## src/rtl/lcd_pkg.sv

```systemverilog
// lcd_pkg: shared word width, DC flag values and arbiter state encodings for the LCD write path.
package lcd_pkg;
  localparam int LCD_DW = 9;
  localparam logic DC_CMD = 1'b0;
  localparam logic DC_DAT = 1'b1;
  typedef enum logic [1:0] {
    S_IDLE = 2'd0,
    S_LOAD = 2'd1,
    S_WAIT = 2'd2,
    S_GAP  = 2'd3
  } state_t;
endpackage

```

## src/rtl/lcd_rr_pick.sv

```systemverilog
// lcd_rr_pick: requester 0 wins outright, else first eligible index at or after i_ptr over 1..NREQ-1.
module lcd_rr_pick #(
  parameter int NREQ = 3,
  parameter int PW   = $clog2(NREQ)
) (
  input  logic [NREQ-1:0] i_elig,
  input  logic [PW-1:0]   i_ptr,
  output logic [PW-1:0]   o_idx,
  output logic            o_any
);
  logic          w_found;
  logic [PW-1:0] w_c;
  always_comb begin
    o_any   = |i_elig;
    o_idx   = '0;
    w_found = i_elig[0];
    w_c     = '0;
    for (int k = 0; k < NREQ - 1; k++) begin
      w_c = PW'((int'(i_ptr) + NREQ - 2 + k) % (NREQ - 1) + 1);
      if (!w_found && i_elig[w_c]) begin
        o_idx   = w_c;
        w_found = 1'b1;
      end
    end
  end
endmodule

```

## src/rtl/lcd_write_arbiter.sv

```systemverilog
// lcd_write_arbiter: burst-locked arbiter sharing the lcd_write word engine among NREQ requesters.
module lcd_write_arbiter import lcd_pkg::*; #(
  parameter int          NREQ   = 3,
  parameter int          DW     = LCD_DW,
  parameter logic [15:0] WD_MAX = 16'd4095
) (
  input  logic               clk,
  input  logic               rst,
  input  logic               i_init_done,
  input  logic [NREQ-1:0]    i_req,
  input  logic [NREQ*DW-1:0] i_req_data,
  input  logic [NREQ-1:0]    i_req_last,
  output logic [NREQ-1:0]    o_req_ack,
  output logic [NREQ-1:0]    o_grant,
  output logic [DW-1:0]      o_data,
  output logic               o_en_write,
  input  logic               i_wr_done,
  output logic               o_wd_err
);
  localparam int PW = $clog2(NREQ);
  localparam logic [NREQ-1:0] ONE = {{(NREQ-1){1'b0}}, 1'b1};

  state_t          r_state, w_next;
  logic [NREQ-1:0] r_grant, w_grant, r_ack, w_ack, w_elig;
  logic [PW-1:0]   r_owner, w_owner, r_rr, w_rr, w_pick;
  logic [DW-1:0]   r_data, w_data, w_word;
  logic            r_en, w_en, r_err, w_err, r_last, w_last, w_any, w_timeout;
  logic [15:0]     r_cnt, w_cnt;

  assign w_elig    = i_req & {{(NREQ-1){i_init_done}}, 1'b1};
  assign w_word    = i_req_data[int'(r_owner)*DW +: DW];
  assign w_timeout = r_state == S_WAIT && !i_wr_done && r_cnt == WD_MAX - 16'd1;

  lcd_rr_pick #(.NREQ(NREQ), .PW(PW)) u_pick (
    .i_elig (w_elig),
    .i_ptr  (r_rr),
    .o_idx  (w_pick),
    .o_any  (w_any)
  );

  always_ff @(posedge clk) begin
    if (rst) begin
      r_state <= S_IDLE;
      r_grant <= '0;
      r_owner <= '0;
      r_rr    <= PW'(1);
      r_ack   <= '0;
      r_data  <= '0;
      r_en    <= 1'b0;
      r_err   <= 1'b0;
      r_last  <= 1'b0;
      r_cnt   <= '0;
    end else begin
      r_state <= w_next;
      r_grant <= w_grant;
      r_owner <= w_owner;
      r_rr    <= w_rr;
      r_ack   <= w_ack;
      r_data  <= w_data;
      r_en    <= w_en;
      r_err   <= w_err;
      r_last  <= w_last;
      r_cnt   <= w_cnt;
    end
  end

  always_comb begin
    w_next = r_state;
    case (r_state)
      S_IDLE:  w_next = w_any ? S_LOAD : S_IDLE;
      S_LOAD:  w_next = S_WAIT;
      S_WAIT:  w_next = i_wr_done ? S_GAP : w_timeout ? S_IDLE : S_WAIT;
      S_GAP:   w_next = (!r_last && i_req[r_owner]) ? S_LOAD : S_IDLE;
      default: w_next = S_IDLE;
    endcase
  end

  always_comb begin
    w_grant = r_grant;
    w_owner = r_owner;
    w_rr    = r_rr;
    w_ack   = '0;
    w_data  = r_data;
    w_en    = r_en;
    w_err   = r_err | w_timeout;
    w_last  = r_last;
    w_cnt   = r_cnt;
    case (r_state)
      S_IDLE: begin
        w_owner = w_any ? w_pick : r_owner;
        w_grant = w_any ? ONE << w_pick : '0;
      end
      S_LOAD: begin
        w_data = w_word;
        w_en   = 1'b1;
        w_cnt  = '0;
      end
      S_WAIT: begin
        w_en    = !(i_wr_done || w_timeout);
        w_ack   = i_wr_done ? ONE << r_owner : '0;
        w_last  = i_wr_done ? i_req_last[r_owner] : r_last;
        w_grant = w_timeout ? '0 : r_grant;
        w_cnt   = r_cnt + 16'd1;
      end
      S_GAP: begin
        w_grant = (r_last || !i_req[r_owner]) ? '0 : r_grant;
        // only a completed burst advances the round-robin pointer; init never moves it
        if (r_last && r_owner != '0)
          w_rr = (r_owner == PW'(NREQ - 1)) ? PW'(1) : r_owner + PW'(1);
      end
      default: w_grant = '0;
    endcase
  end

  assign o_grant    = r_grant;
  assign o_req_ack  = r_ack;
  assign o_data     = r_data;
  assign o_en_write = r_en;
  assign o_wd_err   = r_err;
endmodule

```

## config.mk

```make
export PLATFORM = sky130hd
export DESIGN_NAME = lcd_write_arbiter
export DESIGN_NICKNAME = d
export VERILOG_FILES = /design/src/rtl/lcd_pkg.sv /design/src/rtl/lcd_rr_pick.sv /design/src/rtl/lcd_write_arbiter.sv
export SDC_FILE = /design/constraint.sdc
export NUM_CORES = 1
export LEC_CHECK = 0
export BUFFER_PORTS_ARGS = -buffer_cell sky130_fd_sc_hd__buf_4
export CAP_MARGIN = 0
export CELL_PAD_IN_SITES_DETAIL_PLACEMENT = 0
export CELL_PAD_IN_SITES_GLOBAL_PLACEMENT = 1
export CORE_ASPECT_RATIO = 0.6
export CORE_MARGIN = 1.5
export CORE_UTILIZATION = 38
export DETAILED_ROUTE_END_ITERATION = 7
export GPL_TIMING_DRIVEN = 0
export PLACE_DENSITY = 0.78
export REMOVE_ABC_BUFFERS = 1
export SYNTH_ARGS = -nofsm -noshare
export SYNTH_HDL_FRONTEND = slang
export SYNTH_SLANG_ARGS = --single-unit
```

## constraint.sdc

```tcl
create_clock -name clk -period 2.1 [get_ports clk]
set_input_delay 0.21 -clock clk [delete_from_list [all_inputs] [get_ports clk]]
set_output_delay 0.21 -clock clk [all_outputs]
set_load 0.02 [all_outputs]
```

### Word level (Yosys, flattened, before mapping)

Cells that the tools add are included.

| cells by class | value |
|---|---|
| add/sub/neg operators | 7 |
| $mul | 1 |
| order comparisons | 3 |
| equality and inequality tests | 7 |
| shift-type cells | 3 |
| muxes and demuxes | 23 |
| bitwise gates (word level) | 6 |
| reduce and logical (&&, ||, !) cells | 24 |

Operators with widths:

| cell | number |
|---|---|
| adder 32 x 2 -> 32 bit (second input constant) | 1 |
| one-hot mux 16 bit (2 select lines) | 1 |
| subtractor 32 x 3 -> 32 bit (second input constant) | 1 |
| variable part select 27 x 7 -> 9 bit | 1 |
| adder 16 x 1 -> 16 bit (second input constant) | 1 |
| == test 16 x 12 -> 1 bit (second input constant) | 1 |
| two-way mux 2 bit | 5 |
| < comparator 2 x 3 -> 1 bit (second input constant) | 3 |
| two-way mux 3 bit | 3 |
| one-hot mux 3 bit (3 select lines) | 1 |
| binary-select mux 1 bit (select 2 bit) | 4 |
| one-hot mux 2 bit (4 select lines) | 1 |
| two-way mux 1 bit | 7 |
| == test 2 bit (second input constant) | 3 |
| logical AND 1 bit | 6 |
| logical NOT 1 bit | 6 |
| multiplier 2 x 4 -> 6 bit (second input constant) | 1 |
| AND reduction 2 bit | 3 |
| OR reduction 3 bit | 2 |
| left shift 1 x 2 -> 3 bit (first input constant) | 2 |
| adder 2 bit (second input constant) | 2 |
| inequality test 2 bit (second input constant) | 2 |
| nonzero test 2 bit | 2 |
| adder 2 x 2 -> 3 bit (second input constant) | 1 |
| 11 further kinds | 14 |

| word-level totals | value |
|---|---|
| register bits | 40 |
| bits of input ports | 37 |
| output and inout bits | 17 |
| word-level logic and storage cells | 84 |

### Depth between registers and ports, before layout

Gate-level depths: netlist (run 1).

| depth | value |
|---|---|
| depth after elaboration | 14 |
| mapped depth | 8 |
| mapped depth without buffers | 7 |

### By module

From an unflattened synthesis (run 1), not the netlist that was laid out.

| second synthesis, totals | value |
|---|---|
| cells, all modules | 223 |
| area, all modules | 1914.3 um^2 |

Modules (own cells, without submodules):

| module | instances | cells each | area each (um^2) | sequential area each (um^2) |
|---|---|---|---|---|
| lcd_write_arbiter | 1 | 218 | 1883.1 | 800.8 |
| lcd_rr_pick | 1 | 5 | 31.3 | 0.0 |

### Worst setup path before layout (run 1)

No wires, ideal clock.

| timing path | value |
|---|---|
| path kind | register to register |
| start | register r_state[0] |
| end | register r_cnt[11] |
| setup time | 0.128 ns |
| arrival | 1.745 ns |
| required time | 1.972 ns |
| setup slack | 0.227 ns |
| cell stages (with the launch flop) | 9 |
| buffers on the path | 1 |
| period minus slack after synthesis | 1.873 ns |
| path through | dfxtp_1 -> inv_1 -> ha_1 -> clkbuf_1 -> nand3_1 -> nor4_1 -> nand3_1 -> xor2_1 -> nor2_1 |

| on the way | value |
|---|---|
| cells in the longest elaborated chain, start to end | 2 |
| elaborated cells on any way between the ends | 4 |
| those cells by class | eq/ne: 2; mux: 1; reduce/logical: 1 |

RTL lines:

| item | line | text |
|---|---|---|
| from (decl) | lcd_write_arbiter.sv:23 | `state_t r_state, w_next;` |
| from (signal assigned) | lcd_write_arbiter.sv:54 | `r_state <= w_next;` |
| == test 2 bit or == test 2 x 1 -> 1 bit (tied branches) | lcd_write_arbiter.sv:88 | `case (r_state)` |
| one-hot mux 16 bit (2 select lines) or nonzero test 2 bit (tied branches) | n/a |  |
| to (signal assigned) | lcd_write_arbiter.sv:63 | `r_cnt <= w_cnt;` |
| to (decl) | lcd_write_arbiter.sv:28 | `logic [15:0] r_cnt, w_cnt;` |

Parallel ways exist; a longest one is shown, timed or not.
A chain may end at the register's enable or synchronous reset.

### Worst setup path after layout (run 1)

| timing path | value |
|---|---|
| start | register r_state[1] |
| end | register r_grant[0] (netlist: o_grant[0]) |

| on the way | value |
|---|---|
| cells in the longest elaborated chain, start to end | 5 |
| elaborated cells on any way between the ends | 10 |
| those cells by class | eq/ne: 4; mux: 1; reduce/logical: 5 |

RTL lines:

| item | line | text |
|---|---|---|
| == test 2 bit | lcd_write_arbiter.sv:32, lcd_write_arbiter.sv:88 |  |
| logical AND 1 bit (2 in series) | lcd_write_arbiter.sv:32 | `assign w_timeout = r_state == S_WAIT && !i_wr_done && r_cnt == WD_MAX - 16'd1;` |
| inequality test 2 bit (no source line) | n/a |  |
| AND reduction 3 bit (no source line) | n/a |  |
| to (signal assigned) | lcd_write_arbiter.sv:55 | `r_grant <= w_grant;` |
| to (decl) | lcd_write_arbiter.sv:24 | `logic [NREQ-1:0] r_grant, w_grant, r_ack, w_ack, w_elig;` |

Parallel ways exist; a longest one is shown, timed or not.

==> results.md, run 1 <==
- Detailed Route Iter0 Violations: 98
- GR Util met1: 27.60%
- Critical path type: reg2reg
- Mapped Area: 1984 um2
- Crit path time final: 1.949 ns
- Iteration count of the initial detailed-routing pass: 4
- Clk pwr share: 31.4%
- Main synth FF type: dfxtp_1
- Pwr dens: 618.9 nW/um2
- Worst-path clk slew: 0.08 ns
- Leakage: 0.9789 nW
- Clock sinks: 40
- CTS max path bufs: 2
- Largest net degree at the start of global routing: 27
- First-pass GRT wire length: 7645 um
- Avg Synthesized Cell Area: around 8.6 um2
- Post-route DRC violation count: 0
- Sequential power share: 52.2%
- IO Count: 54
- CP Capture Type: flop
- Avg WL per Cell: 13.46 um
- Final setup vio count: 0
- CTS tree: done
- R2R Setup Slk: 0.15 ns
- Final max-slew violation count: 0
- Starting Density: about 40%
- Layout Skew: 0.008657 ns
- Switching share of power: 27.08%
- Synth cell count leaders: dfxtp_1, nor2_1, a21oi_1, a211oi_1, mux2i_1
- Die height: 58.98 um
- Final worst slack: 0.1513 ns
- Crit path to: o_grant[0]$_SDFFE_PP0P_
- Met2 usage: 23.44%
- CTS Hold Bufs: 0
- Max_cap viols: 0
- Netlist cell types: 42
- GR peak layer: met1
- Met3 global-route usage: 4.615%
- GR Util All Layers: 17.73%
- Crit path launch type: flop
- Cells after Synth: 230
- Detail Placement HPWL: 3271 um
- Ys async rst share: 0%
- Slew @ Worst Pin: 0.7680 ns
- Peak supply drop: 0.0002786 V
- Synth Register Bits: 40
- Core ar.: 5055 um2
- P_sw: around 0.42 mW
- H-tree depth: 2
- Crit path DAT: about 2.2 ns
- Pre-CTS setup slack: -0.2179 ns
- Yosys top cell by area: dfxtp_1
- Synthesis Warnings: 0
- Synthesis-to-finish area growth: 26.73%
- Worst-Skew Late Latency: between 0.2 and 0.3 ns
- Worst r2r dst: o_grant[0]$_SDFFE_PP0P_
- Fin nets: 323
- Critical Path Start: r_state[1]$_SDFF_PP0_
- Synth area leaders: dfxtp_1, nor2_1, mux2i_1
- Maximum fanout along the worst path: 20
- CTS buffer count: 5
- Worst EP required: 2.32 ns
- R2R cell count: 5
- Post-synth EDFFs: 0
- Die width: 96.29 um
- Die ar.: about 5700 um2
- Initial antenna violation count: 0
- IO buf count: 53
- Routed WL: 4645 um
- Status: finished, final reports clean
- Period utilization: between 90% and 100%
- Comb pwr share: 16.4%
- Via/cell ratio: 5.026
- Internal power consumption: 1.135 mW
- Global route overflow: 0
- Vias: 1734
- Worst hold path type: in2reg
- Final Hold Vio Count: 0
- Post-synthesis sequential area ratio: 40.35%
- Rows: 20
- DRT antenna net count: 0
- Final Total Pwr: around 1.6 mW
- Share of the synthesized area in the top cell type: 40.35%
- Clock Tree Root: clkbuf_8
- Worst r2r src: r_state[1]$_SDFF_PP0_
- Vias in the first global route: 1575
- Max Freq: 513.2 MHz
- Antenna Diode Count: 0
- Slew margin rel.: about 49%
- Share of post-route cells with drive strength above 1: 26.16%
- Routability Congestion: 0.7292
logic make-up (layout without fill, tap and decap cells):
logic type	count (synthesis)	after routing	share of synthesized area (%)
xor+xnor	12	12	5.296
fa+ha+maj	7	7	4.413
mux	11	11	5.549
buf+inv	22	71	4.224
simple gates	83	83	22.45
compound gates	55	55	17.72
flops	40	40	40.35
worst min-delay path by stage:
stage                              end                    start  depth (start not counted)
6_report        o_data[3]$_SDFFE_PP0P_           i_req_data[12]                          3
5_1_grt         o_data[3]$_SDFFE_PP0P_           i_req_data[12]                          3
4_1_cts         o_data[7]$_SDFFE_PP0P_           i_req_data[16]                          3
3_5_place_dp   o_grant[1]$_SDFFE_PP0P_  o_grant[1]$_SDFFE_PP0P_                          2
3_3_place_gp   o_grant[0]$_SDFFE_PP0P_  o_grant[0]$_SDFFE_PP0P_                          2
2_1_floorplan  o_grant[0]$_SDFFE_PP0P_                      rst                          1
layout by cell type (no fill, tap or decap), types with 4 or more instances in the layout:
cell type  count
nor2_1        40
clkbuf_8       5
xor2_1         7
nand2_1       10
nor3_1         4
a31oi_1        4
a211oi_1      12
mux2i_1       11
inv_1         10
xnor2_1        5
buf_4         54
o21ai_0        9
nand3_1        5
ha_1           7
a21oi_1       19
dfxtp_1       38
area by class of cell:
type / count / area, um2
Sequential cell: 40 / 805.8
Inverter: 10 / 37.54
Clock inverter: 1 / 5.005
Fill cell: 480 / 2540
Multi-Input combinational cell: 168 / 1106
Timing Repair Buffer: 54 / 405.4
Clock buffer: 6 / 72.57
Tap cell: 66 / 82.58
per-stage QoR:
stage | area, um2 | hold WS (ns) | util [%] | TNS (ns) | std cells
4_1_cts | 2497 | 0.2444 | 49.41 | 0 | 344
3_5_place_dp | 2419 | 0.4758 | 47.85 | -0.4211 | 337
5_1_grt | 2515 | 0.2568 | 49.75 | -0.000007105 | 345
2_1_floorplan | 1938 | 0.2791 | - | 0 | 218
6_report | 2515 | 0.2474 | 49.75 | 0 | 345
3_3_place_gp | 2419 | 0.4674 | 47.85 | -0.4003 | 337
layer usage:
| layer | wire length (um) | share of wire, % |
|---|---|---|
| met2 | 1769 | 38 |
| met5 | 0 | 0 |
| met1 | 2573 | 55 |
| met4 | 46 | 0.99 |
| met3 | 255 | 5.5 |
sequential cells by signal, indices dropped and copies added, names as in the netlist:
register    flops
r_cnt          16
r_owner         2
o_req_ack       3
o_grant         3
o_en_write      1
r_rr            2
r_last          1
o_wd_err        1
o_data          9
r_state         2
power groups by stage:
stage,Sequential [mW],Clock [mW],Combinational [mW]
floorplan,0.853,0,0.107
global placement,0.830,0,0.255
detailed placement,0.831,0,0.256
CTS,0.814,0.506,0.257
global route,0.818,0.534,0.284
finish,0.813,0.489,0.255
worst max-delay path, cell delays in order (launching register included):
cell and delay (ns):
dfxtp_1 0.36, inv_1 0.07, ha_1 0.43, a31o_2 0.37, or4_1 0.50, a21oi_1 0.14
what timing repair did:
item                                    CTS  global route
setup buffers                             0             1
pin swaps                                 0             1
resized for setup                         1             3
endpoints found under the setup margin    2             5
No activity file was read; power rests on OpenSTA's default activity.
==> run 2, diff against run 1 <==
--- a/config.mk
+++ b/config.mk
@@ -10,7 +10,6 @@
 export CELL_PAD_IN_SITES_DETAIL_PLACEMENT = 0
 export CELL_PAD_IN_SITES_GLOBAL_PLACEMENT = 1
 export CORE_ASPECT_RATIO = 0.6
-export CORE_MARGIN = 1.5
 export CORE_UTILIZATION = 38
 export DETAILED_ROUTE_END_ITERATION = 7
 export GPL_TIMING_DRIVEN = 0
==> results.md, run 2 (synthesis gave the netlist of run 1 again) <==
- Status: finished, final reports clean
- Clock Tree Root: clkbuf_8
- Worst-path clk slew: 0.07 ns (about the same)
- CTS tree: done
- CP bufs+invs: 2 (+1)
- Leakage: 0.9819 nW (+0.31%)
- Vias in the first global route: 1596 (+1.3%)
- GR Util All Layers: 18.58% (+0.85 points)
- Largest register FFs: 16 (unchanged)
- Crit path launch type: flop
- Maximum fanout along the worst path: 10 (-50%)
- Avg WL per Cell: 13.37 um (-0.72%)
- Peak supply drop: 0.0002925 V (+5.0%)
- Detailed Route Iter0 Violations: 72 (-27%)
- RSZ-0062 raised after global routing: false
- Period utilization: 91.07% (-1.7 points)
- Worst EP required: 2.32 ns (about the same)
- Most common cell after layout, fill and taps aside: buf_4
- Core ar.: 4778 um2 (-5.5%)
- Die width: 95.29 um (-1.0%)
- Worst hold path type: in2reg
- Slew margin rel.: 45.79% (-2.9 points)
- Pwr dens: 608.5 nW/um2 (-1.7%)
- Worst-Skew Late Latency: 0.28 ns (about the same)
- CTS buffer count: 5 (unchanged)
- Detail Placement HPWL: 3387 um (+3.6%)
- Final max-slew violation count: 0 (unchanged)
- Starting Density: 41.53% (+2.3 points)
- Layout Skew: 0.002898 ns (-0.005760 ns)
- H-tree depth: 2 (unchanged)
- DRT antenna net count: 0 (unchanged)
- Vias: 1765 (+1.8%)
- Largest stage delay, worst path: 0.47 ns (-0.03 ns)
- First-pass GRT wire length: 7886 um (+3.2%)
- IO Count: 54 (unchanged)
- CP cell instances: inv_1 -> ha_1 -> nand4_1 -> buf_4 -> or3_1 -> a21oi_1
- Die height: 57.98 um (-1.7%)
- Final setup vio count: 0 (unchanged)
- Share of post-route cells with drive strength above 1: 26.79% (+0.62 points)
- Critical path type: reg2reg
- Max Freq: 522.9 MHz (+1.9%)
- Pre-CTS setup slack: -0.2267 ns (-0.008795 ns)
- Global route overflow: 0 (unchanged)
- Commonest non-fill, non-tap cells in the layout: buf_4, nor2_1, dfxtp_1
- Final Util: 52.76% (+3.0 points)
- Antenna Diode Count: 0 (unchanged)
- CTS max path bufs: 2 (unchanged)
- Crit path DAT: 2.13 ns (-0.04 ns)
- Slowest cell on crit path: ha_1
- Slew @ Worst Pin: 0.8115 ns (+0.04353 ns)
- Iteration count of the initial detailed-routing pass: 4 (unchanged)
- Post-route DRC violation count: 0 (unchanged)
- Die ar.: 5524 um2 (-2.7%)
- CTS Hold Bufs: 0 (unchanged)
- Crit path time final: 1.913 ns (-0.03619 ns)
- Initial antenna violation count: 0 (unchanged)
- Rows: 19 (-5.0%)
- Final worst slack: 0.1875 ns (+0.03618 ns)
- Final Hold Vio Count: 0 (unchanged)
- Biggest register: r_cnt
- Via/cell ratio: 5.146 (+2.4%)
- Largest net degree at the start of global routing: 27 (unchanged)
- Routed WL: 4585 um (-1.3%)
- Fin nets: 324 (+0.31%)
- Routability Congestion: 0.7397 (+1.4%)
- CP top delay family: simple AND/OR/NAND/NOR gates
- CP Capture Type: flop
- IO buf count: 53 (unchanged)
- Clock sinks: 40 (unchanged)
- Max_cap viols: 0 (unchanged)
- Synthesis-to-finish area growth: 27.05%
-- run 2: worst register-to-register path: stages, from the launching register on --
cell     delay, ns
dfxtp_1       0.36
inv_1         0.07
ha_1          0.47
nand4_1       0.26
buf_4         0.23
or3_1         0.31
a21oi_1       0.14
-- run 2: through the flow --
stage	power (mW)	hold slack [ns]	instances	cell area [um2]	setup TNS (ns)
2_1_floorplan	0.9607	0.2791	218	1938	0
3_3_place_gp	1.086	0.4722	334	2415	-0.4283
3_5_place_dp	1.087	0.4712	334	2415	-0.4472
4_1_cts	1.561	0.2553	341	2494	0
5_1_grt	1.631	0.2685	343	2521	0
6_report	1.534	0.2615	343	2521	0
-- run 2: power breakdown --
| group | leakage (nW) | internal, mW | total (mW) | switching (mW) |
|---|---|---|---|---|
| logic | 0.614 | 0.122 | 0.255 | 0.133 |
| registers | 0.326 | 0.788 | 0.813 | 0.0252 |
| clock network | 0.0410 | 0.226 | 0.466 | 0.240 |
| total | 0.982 | 1.14 | 1.53 | 0.399 |
-- run 2: final cells by class --
| class | count | area (um2) |
|---|---|---|
| Sequential cell | 40 | 805.8 |
| Fill cell | 458 | 2257 |
| Clock inverter | 1 | 5.005 |
| Tap cell | 63 | 78.83 |
| Multi-Input combinational cell | 168 | 1109 |
| Clock buffer | 6 | 72.57 |
| Timing Repair Buffer | 55 | 412.9 |
| Inverter | 10 | 37.54 |
-- run 2: routing by layer --
metal,vias to the layer above,part of all wire [%],GRT usage [%]
li1,915,-,-
met1,802,56,29.72
met2,46,37,23.16
met3,2,6.5,5.381
met4,0,0.31,5.195
met5,-,0,0
-- run 2: final timing paths --
kind	end	start	slack, ns	cells after the start
worst max-delay path	r_cnt[6]$_SDFFE_PP0P_	r_state[0]$_SDFF_PP0_	0.19	6
worst min-delay path	o_data[7]$_SDFFE_PP0P_	i_req_data[16]	0.26	3
worst max register to register	r_cnt[6]$_SDFFE_PP0P_	r_state[0]$_SDFF_PP0_	0.19	6
worst min register to register	o_grant[1]$_SDFFE_PP0P_	o_grant[1]$_SDFFE_PP0P_	0.49	2
-- run 2: what timing repair did --
| item | in CTS | in global routing |
|---|---|---|
| endpoints found under the setup margin | 2 | 15 |
| setup buffers | 0 | 2 |
| pin swaps | 0 | 2 |
| resized for setup | 1 | 4 |
==> run 3, diff against run 2 <==
--- a/config.mk
+++ b/config.mk
@@ -17,4 +17,5 @@
 export REMOVE_ABC_BUFFERS = 1
 export SYNTH_ARGS = -nofsm -noshare
 export SYNTH_HDL_FRONTEND = slang
+export SYNTH_HIERARCHICAL = 1
 export SYNTH_SLANG_ARGS = --single-unit
==> results.md, run 3 <==
- Clock Tree Root: clkbuf_8
- Most common cell after layout, fill and taps aside: buf_4
- DRT antenna net count: 0 (unchanged)
- Placed insts: 325 (-2.7%)
- CP Capture Type: flop
- Die height: 56.49 um (-2.6%)
- Max_cap viols: 0 (unchanged)
- Fin nets: 316 (-2.5%)
- IO Count: 54 (unchanged)
- Internal power consumption: 1.418 mW (+25%)
- Leakage: 0.9975 nW (+1.6%)
- Worst-Skew Late Latency: 0.29 ns (about the same)
- Post-Layout Cell Count: 336 (-2.0%)
- Die ar.: 5243 um2 (-5.1%)
- Met2 usage: 25.84% (+2.7 points)
- Sequential power share: 42.9% (-10 points)
- Final Util: 54.16% (+1.4 points)
- Status: finished, final reports clean
- Synthesis Warnings: 6 (+6)
- Synthesis-to-finish area growth: 34.20%
- Worst hold path type: in2reg
- Area after DPL: 2316 um2 (-4.1%)
- Routed WL: 4603 um (+0.39%)
- Clk pwr share: 39.3% (+8.9 points)
- Worst-path clk slew: 0.08 ns (about the same)
- GR Util All Layers: 18.31% (-0.27 points)
- P_sw: 0.4792 mW (+20%)
- Hold_ws: 0.2128 ns (-0.04865 ns)
- Rows: 19 (unchanged)
- Final setup vio count: 0 (unchanged)
- GR peak layer: met1
- Avg Synthesized Cell Area: 8.548 um2 (-0.93%)
- Vias in the first global route: 1575 (-1.3%)
- Post-route DRC violation count: 0 (unchanged)
- Worst EP required: 2.29 ns (-0.03 ns)
- Pwr dens: 751.6 nW/um2 (+24%)
- RSZ-0062 raised after global routing: true
- Max Freq: 487.6 MHz (-6.7%)
- Vias: 1711 (-3.1%)
- GR Util met1: 27.20% (-2.5 points)
- Clock sinks: 39 (-2.5%)
- Layout Skew: 0.006214 ns (+0.003317 ns)
- Biggest register: r_cnt
- Switching share of power: 25.26% (-0.74 points)
- IO buf count: 53 (unchanged)
- Initial antenna violation count: 0 (unchanged)
- Largest register FFs: 16 (unchanged)
- Iteration count of the initial detailed-routing pass: 4 (unchanged)
- Routability Congestion: 0.8076 (+9.2%)
- Commonest non-fill, non-tap cells in the layout: buf_4, dfxtp_1, nor2_1
- Mapped Area: 1881 um2 (-5.2%)
- Peak supply drop: 0.0004615 V (+58%)
- Critical path type: reg2reg
- Crit path launch type: flop
- First-pass GRT wire length: 7458 um (-5.4%)
- Antenna Diode Count: 0 (unchanged)
- Avg WL per Cell: 13.70 um (+2.5%)
- CTS max path bufs: 2 (unchanged)
- Die width: 92.82 um (-2.6%)
- Via/cell ratio: 5.092 (-1.0%)
- CTS Hold Bufs: 0 (unchanged)
- Global route overflow: 0 (unchanged)
- Crit path DAT: 2.24 ns (+0.11 ns)
- Crit path time final: 2.051 ns (+0.1384 ns)
- Slew margin rel.: 46.52% (+0.73 points)
- Post-Layout Inst Area: 2524 um2 (about the same)
- Detail Placement HPWL: 3234 um (-4.5%)
- Maximum fanout along the worst path: 4 (-6)
- Final max-slew violation count: 0 (unchanged)
- Comb pwr share: 17.8% (+1.2 points)
- Met3 global-route usage: 4.607% (-0.77 points)
- CTS tree: done
- Period utilization: 97.66% (+6.6 points)
- H-tree depth: 2 (unchanged)
- Core ar.: 4659 um2 (-2.5%)
- Cells after Synth: 220 (-4.3%)
- Final Hold Vio Count: 0 (unchanged)
- CTS buffer count: 5 (unchanged)
- Detailed Route Iter0 Violations: 91 (+26%)
- Largest net degree at the start of global routing: 24 (-11%)
- Starting Density: 40.36% (-1.2 points)
- Share of post-route cells with drive strength above 1: 28.94% (+2.2 points)
- Slew @ Worst Pin: 0.8022 ns (-0.009331 ns)
## run 3: power by group through the flow
| stage | Sequential, mW | Clock [mW] | Combinational, mW |
|---|---|---|---|
| after floorplan | 0.858 | 0 | 0.144 |
| after global placement | 0.827 | 0 | 0.315 |
| after detailed placement | 0.828 | 0 | 0.317 |
| after CTS | 0.812 | 0.762 | 0.325 |
| after global routing | 0.820 | 0.793 | 0.367 |
| final | 0.814 | 0.745 | 0.337 |
## run 3: per-layer routing
metal / routed length, um / vias to the layer above
li1: - / 882
met2: 1861 / 54
met4: 35 / 0
met5: 0 / -
met1: 2388 / 771
met3: 317 / 4
## run 3: what timing repair did
item	in CTS	in global routing
buffers inserted	0	3
gates resized for setup	8	5
endpoints found under the setup margin	17	11
pin swaps	1	1
hold endpoints to repair	0	0
## run 3: final cells by class
cell class	count	area, um2
Clock buffer	6	72.57
Sequential cell	39	784.5
Inverter	10	40.04
Multi-Input combinational cell	160	1067
Timing Repair Buffer	56	420.4
Fill cell	439	2136
Tap cell	63	78.83
Clock inverter	2	60.06
## run 3: path summary, 6_finish.rpt
| path | cells past startpoint | start | slack [ns] | end |
|---|---|---|---|---|
| hold / removal | 3 | i_req_last[2] | 0.21 | r_last$_SDFFE_PP0P_ |
| setup / recovery | 7 | r_state[0]$_SDFF_PP0_ | 0.05 | o_grant[0]$_SDFFE_PP0P_ |
| hold reg to reg | 2 | o_wd_err$_SDFF_PP0_ | 0.45 | o_wd_err$_SDFF_PP0_ |
| setup reg to reg | 7 | r_state[0]$_SDFF_PP0_ | 0.05 | o_grant[0]$_SDFFE_PP0P_ |
## run 3: per-stage QoR
stage	worst slack, ns	total power, mW	TNS (ns)
6_report	0.04905	1.897	0
5_1_grt	-0.02169	1.981	-0.04990
4_1_cts	0.006243	1.900	0
3_5_place_dp	-0.2212	1.145	-1.013
3_3_place_gp	-0.1877	1.142	-1.435
2_1_floorplan	0.02023	1.002	0
## run 3: worst max-delay path, cell delays in order, from the launching register on
cell	delay, ns
dfxtp_2	0.35
inv_4	0.08
ha_4	0.15
nor4b_4	0.18
nand3_1	0.10
or4_4	0.46
a211o_1	0.36
a32o_1	0.27
